**config.mk**
```make
export PLATFORM = sky130hd
export DESIGN_NAME = timer_text_writer
export DESIGN_NICKNAME = d
export VERILOG_FILES = /design/src/rtl/timer_text_writer.sv
export SDC_FILE = /design/constraint.sdc
export NUM_CORES = 1
export LEC_CHECK = 0
export BUFFER_PORTS_ARGS = -buffer_cell sky130_fd_sc_hd__buf_4
export CORE_MARGIN = 3
export CORE_UTILIZATION = 60
export DETAILED_ROUTE_END_ITERATION = 12
export PLACE_DENSITY = 0.85
export SYNTH_ARGS = -nofsm -noshare
export SYNTH_HDL_FRONTEND = slang
export SYNTH_SLANG_ARGS = --single-unit
export TNS_END_PERCENT = 20
```
**constraint.sdc**
```tcl
create_clock -name clock25MHz -period 7.05 [get_ports clock25MHz]
set_input_delay 0.705 -clock clock25MHz [delete_from_list [all_inputs] [get_ports clock25MHz]]
set_output_delay 0.705 -clock clock25MHz [all_outputs]
set_load 0.01 [all_outputs]
```
**src/rtl/timer_text_writer.sv**
```systemverilog
// timer_text_writer: owns the write port of the character RAM. After reset it
// fills every screen cell with a space, then keeps an MM:SS elapsed-time counter
// and rewrites its five ASCII characters whenever the value changes.
module timer_text_writer #(
  parameter int unsigned TICK_DIV     = 25_000_000,
  parameter int unsigned SCREEN_CELLS = 4800,
  parameter int unsigned TEXT_ROW     = 0,
  parameter int unsigned TEXT_COL     = 36
) (
  input  logic        clock25MHz,
  input  logic        reset,
  input  logic        run,
  input  logic        timerClear,
  output logic [12:0] charRamAddrA,
  output logic [6:0]  charRamDataA,
  output logic        charRamWeA,
  output logic        busy,
  output logic [15:0] timeBcd
);

  localparam int unsigned PW = (TICK_DIV > 1) ? $clog2(TICK_DIV) : 1;
  localparam logic [PW-1:0] PRESC_MAX = PW'(TICK_DIV - 1);
  localparam logic [12:0]   ROW13     = 13'(TEXT_ROW);
  localparam logic [12:0]   BASE      = (ROW13 << 6) + (ROW13 << 4) + 13'(TEXT_COL);
  localparam logic [12:0]   CLR_LAST  = 13'(SCREEN_CELLS - 1);
  localparam logic [6:0]    ASCII_SP  = 7'h20;
  localparam logic [6:0]    ASCII_0   = 7'h30;
  localparam logic [6:0]    ASCII_COL = 7'h3A;

  typedef enum logic [1:0] {S_CLEAR, S_WRITE, S_IDLE} state_e;

  state_e      state_q, state_d;
  logic [2:0]  idx_q, idx_d;
  logic [12:0] clr_cnt_q, clr_cnt_d;
  logic [PW-1:0] presc_q, presc_d;
  logic [15:0] time_q, time_d;
  logic [15:0] snap_q, snap_d;
  logic        pending_q, pending_d;
  logic [12:0] addr_q, addr_d;
  logic [6:0]  data_q, data_d;
  logic        we_q, we_d;
  logic        busy_q, busy_d;

  logic        tick;
  logic        set_pend;
  logic        wr_first;
  logic [3:0]  s1, s10, m1, m10;

  // State and all registered outputs
  always_ff @(posedge clock25MHz or posedge reset) begin
    if (reset) begin
      state_q   <= S_CLEAR;
      idx_q     <= '0;
      clr_cnt_q <= '0;
      presc_q   <= '0;
      time_q    <= '0;
      snap_q    <= '0;
      pending_q <= 1'b0;
      addr_q    <= '0;
      data_q    <= ASCII_SP;
      we_q      <= 1'b0;
      busy_q    <= 1'b1;
    end else begin
      state_q   <= state_d;
      idx_q     <= idx_d;
      clr_cnt_q <= clr_cnt_d;
      presc_q   <= presc_d;
      time_q    <= time_d;
      snap_q    <= snap_d;
      pending_q <= pending_d;
      addr_q    <= addr_d;
      data_q    <= data_d;
      we_q      <= we_d;
      busy_q    <= busy_d;
    end
  end

  // Prescaler, saturating BCD time counter and pending-request source
  always_comb begin
    tick     = run && (presc_q == PRESC_MAX);
    presc_d  = presc_q;
    time_d   = time_q;
    set_pend = 1'b0;
    s1  = time_q[3:0];
    s10 = time_q[7:4];
    m1  = time_q[11:8];
    m10 = time_q[15:12];
    if (s1 != 4'd9) begin
      s1 = s1 + 4'd1;
    end else begin
      s1 = 4'd0;
      if (s10 != 4'd5) begin
        s10 = s10 + 4'd1;
      end else begin
        s10 = 4'd0;
        if (m1 != 4'd9) begin
          m1 = m1 + 4'd1;
        end else begin
          m1  = 4'd0;
          m10 = m10 + 4'd1;
        end
      end
    end
    if (timerClear) begin
      presc_d = '0;
    end else if (run) begin
      presc_d = tick ? '0 : presc_q + 1'b1;
    end
    if (timerClear) begin
      time_d   = '0;
      set_pend = 1'b1;
    end else if (tick && (time_q != 16'h9959)) begin
      time_d   = {m10, m1, s10, s1};
      set_pend = 1'b1;
    end
  end

  // Next-state: CLEAR sweep, 5-cell WRITE bursts, IDLE waiting on pending
  always_comb begin
    state_d   = state_q;
    idx_d     = idx_q;
    clr_cnt_d = clr_cnt_q;
    snap_d    = snap_q;
    pending_d = pending_q | set_pend;
    wr_first  = 1'b0;
    case (state_q)
      S_CLEAR: begin
        clr_cnt_d = clr_cnt_q + 13'd1;
        if (clr_cnt_q == CLR_LAST) begin
          state_d = S_WRITE;
          idx_d   = 3'd0;
        end
      end
      S_WRITE: begin
        wr_first = (idx_q == 3'd0);
        if (idx_q == 3'd4) begin
          if (pending_q || set_pend) begin
            idx_d = 3'd0;
          end else begin
            state_d = S_IDLE;
          end
        end else begin
          idx_d = idx_q + 3'd1;
        end
      end
      S_IDLE: begin
        // The IDLE edge that sees pending already emits the first character,
        // so the burst starts without a dead cycle.
        if (pending_q) begin
          wr_first = 1'b1;
          state_d  = S_WRITE;
          idx_d    = 3'd1;
        end
      end
      default: state_d = S_CLEAR;
    endcase
    if (wr_first) begin
      snap_d    = time_q;
      pending_d = set_pend;
    end
  end

  // Output: write strobe, address and character for the current cell
  always_comb begin
    we_d   = 1'b0;
    busy_d = 1'b0;
    addr_d = addr_q;
    data_d = data_q;
    case (state_q)
      S_CLEAR: begin
        we_d   = 1'b1;
        busy_d = 1'b1;
        addr_d = clr_cnt_q;
        data_d = ASCII_SP;
      end
      S_WRITE, S_IDLE: begin
        if ((state_q == S_WRITE) || pending_q) begin
          we_d   = 1'b1;
          busy_d = 1'b1;
          addr_d = BASE + {10'd0, (state_q == S_WRITE) ? idx_q : 3'd0};
          // Character 0 is emitted on the snapshot edge, so it takes the live
          // value that is being captured; the rest come from the snapshot.
          case ((state_q == S_WRITE) ? idx_q : 3'd0)
            3'd0:    data_d = ASCII_0 + {3'd0, time_q[15:12]};
            3'd1:    data_d = ASCII_0 + {3'd0, snap_q[11:8]};
            3'd2:    data_d = ASCII_COL;
            3'd3:    data_d = ASCII_0 + {3'd0, snap_q[7:4]};
            default: data_d = ASCII_0 + {3'd0, snap_q[3:0]};
          endcase
        end
      end
      default: begin
        we_d   = 1'b0;
        busy_d = 1'b1;
      end
    endcase
  end

  assign charRamAddrA = addr_q;
  assign charRamDataA = data_q;
  assign charRamWeA   = we_q;
  assign busy         = busy_q;
  assign timeBcd      = time_q;

endmodule
```
==> metrics.cfg <==
[power]
power.total_mw=1.671
power_density_nw_per_um2=319.9
peakVddDrop_mv=0.2214
leakage_nw=2.388

[synth]
avgSynthCellArea_um2=9.743
ys_async_sr_fraction=1.000
yosysWarnings=0
synthCells=478
synth_seq_cells=92
mappedNetlistNets=499
netlist_area_um2=4657
ys.flop_type=dfrtp_1
synth.yosys.seq_area_share=0.4946
synth_edf_count=0
ys_types=57

[final_layout]
mostFrequentLayoutCells=91 x dfrtp_1, 57 x nand2_1, 55 x nor2_1, 41 x buf_4, 32 x o21ai_0
layout-drive-gt1-share=0.1705
antenna_cells=0
final_nets=532
final_common_cell=dfrtp_1
area_delta_synth_final_pct=12.14
instances_no_fill=615
fillers=533
fin_area_um2=5223

[drt]
drt-initial-drc-count=127
vias=3609
first_pass_iters=5
viasPerCell=5.868
drc_errors=0
wl_per_cell_um=16.00
drt-total-wl_um=9837
ant_nets=0

[floorplan]
core_area_um2=7408
row_count=31
io_pins=42
die_w_um=94.10
die_area_um2=8855
die_h_um=94.10
start_util=0.6286

[clock_network]
cts_resized=0
cts_made_buffers=9
cts_root_buf=clkbuf_8
max-clock-path-buffers=2
hold_buffers=0
cts_setup_buffers=0
cts_tree=done
clk_pin_slew_ns=0.09
cts.sinks=92
htreeDepth=3
clkLatencyLatePin_ns=0.37

[setup_path]
crit_family=compound AO/OA/AOI/OAI gates
cp_max_fo=21
cp.buffers_inverters=1
arrival_ns=3.41
crit_slowest_cell=o41ai_4
crit_required_ns=7.30
cp_cell_sequence=or3b_1, or4_4, o41ai_4, buf_4, a21oi_1, o21ba_2, mux2_2
critPathLaunchType=flip-flop
crit_path_end_kind=flip-flop
max_stage_delay_ns=0.64
path_class=reg -> reg

[placement]
place_congestion=0.9203
dp.cells=599
portBuffers=39
place_ws_ns=3.881
postPlaceCellArea_um2=5001
dp_hpwl_um=6950

[global_route]
antenna_found_initial=0
grt_max_degree=93
grt_pass1_vias=3561
grt_usage=0.2399
grt_pass1_wl_um=16670
overflow=0

[sta]
setup_slack_ns=3.891
fin_crit_ns=3.159
finalSetupViolCount=0
post-route-period-util=0.4481
rsz0062_at_grt=false
slew_viol_final=0
max_slew_margin=0.1838
finClkSkew_ns=0.01036
worst_pin_slew_ns=1.216
timing.fmax_mhz=316.5
fin_setup_tns_ns=0
final_hold_viol_count=0

[run]
maxCapViolations=0

[run_status]
status=completed

[worst_hold_path]
hp-class=reg -> reg

==> metal layers <==
layer / up-vias / part of all wire / wire, um / global-route usage
li1: 1717 / - / - / -
met1: 1782 / 0.44 / 4337 / 0.3124
met4: 0 / 0.028 / 276 / 0.1179
met2: 88 / 0.48 / 4765 / 0.3879
met3: 22 / 0.046 / 457 / 0.04006
met5: - / 0 / 0 / 0
==> power breakdown <==
| part | leakage [nW] | internal, mW | total [mW] | switching, mW |
|---|---|---|---|---|
| clock | 0.106 | 0.201 | 0.396 | 0.195 |
| sequential | 1.22 | 0.627 | 0.720 | 0.0928 |
| combinational | 1.06 | 0.229 | 0.555 | 0.326 |
| total | 2.39 | 1.06 | 1.67 | 0.614 |
==> worst paths after layout <==
check	slack (ns)	to	from	depth (start not counted)
worst max-delay path	3.89	state_q[1]$_DFFE_PP0P_	presc_q[17]$_DFFE_PP0P_	7
worst min-delay path	0.48	presc_q[24]$_DFFE_PP0P_	presc_q[24]$_DFFE_PP0P_	1
max in group asynchronous	5.66	snap_q[2]$_DFFE_PP0P_	reset	3
worst max register to register	3.89	state_q[1]$_DFFE_PP0P_	presc_q[17]$_DFFE_PP0P_	7
worst min register to register	0.48	presc_q[24]$_DFFE_PP0P_	presc_q[24]$_DFFE_PP0P_	1
min in group asynchronous	0.70	presc_q[9]$_DFFE_PP0P_	reset	3
==> per-stage QoR <==
stage / hold WS [ns] / utilization
5_1_grt: 0.5121 / 0.7049
6_report: 0.4804 / 0.7049
3_5_place_dp: 0.4627 / 0.6751
2_1_floorplan: 0.4375 / -
4_1_cts: 0.4765 / 0.7049
3_3_place_gp: 0.4602 / 0.6751
==> registers in the layout (all words and copies together), names as in the netlist <==
signal / count
busy: 1
charRamAddrA: 13
charRamDataA: 5
charRamWeA: 1
clr_cnt_q: 13
idx_q: 3
pending_q: 1
presc_q: 25
snap_q: 12
state_q: 2
timeBcd: 16
==> cells by family after synthesis <==
| group | Yosys count | synth area share |
|---|---|---|
| and+or+nand+nor | 205 | 0.2179 |
| DFF | 92 | 0.4946 |
| AOI/OAI and AO/OA | 72 | 0.09915 |
| buffers and inverters | 38 | 0.03439 |
| xor gates and xnor gates | 33 | 0.06206 |
| muxes | 19 | 0.04460 |
| adders and majority gates | 17 | 0.04567 |
| other | 2 | 0.001613 |
==> layout make-up <==
type | instances | area, um2 | share of cell area
tap | 99 | 123.9 | 0.02372
sequential | 92 | 2303 | 0.4411
clock buffer | 9 | 123.9 | 0.02372
clock inverter | 7 | 97.59 | 0.01869
multi-input combinational | 348 | 2193 | 0.4200
timing repair buffer | 41 | 307.8 | 0.05894
inverter | 19 | 72.57 | 0.01390
==> worst reg2reg max path: stages (launching register included) <==
cell and delay, ns:
dfrtp_1 0.41, or3b_1 0.38, or4_4 0.56, o41ai_4 0.64, buf_4 0.40, a21oi_1 0.13
o21ba_2 0.24, mux2_2 0.28
==> cell usage after synthesis, types with 6 or more instances <==
cell,count,area (um2)
dfrtp_1,91,2277
nand2_1,57,214.0
nor2_1,55,206.5
o21ai_0,33,165.2
nand3_1,31,155.2
xnor2_1,20,175.2
inv_1,19,71.32
ha_1,17,212.7
clkbuf_1,14,52.55
mux2_2,14,157.7
xor2_1,13,113.9
nand4_1,12,75.07
a21oi_1,11,55.05
nor3_1,8,40.04
nor4_1,6,37.54
(Power assumes the default switching activity.)
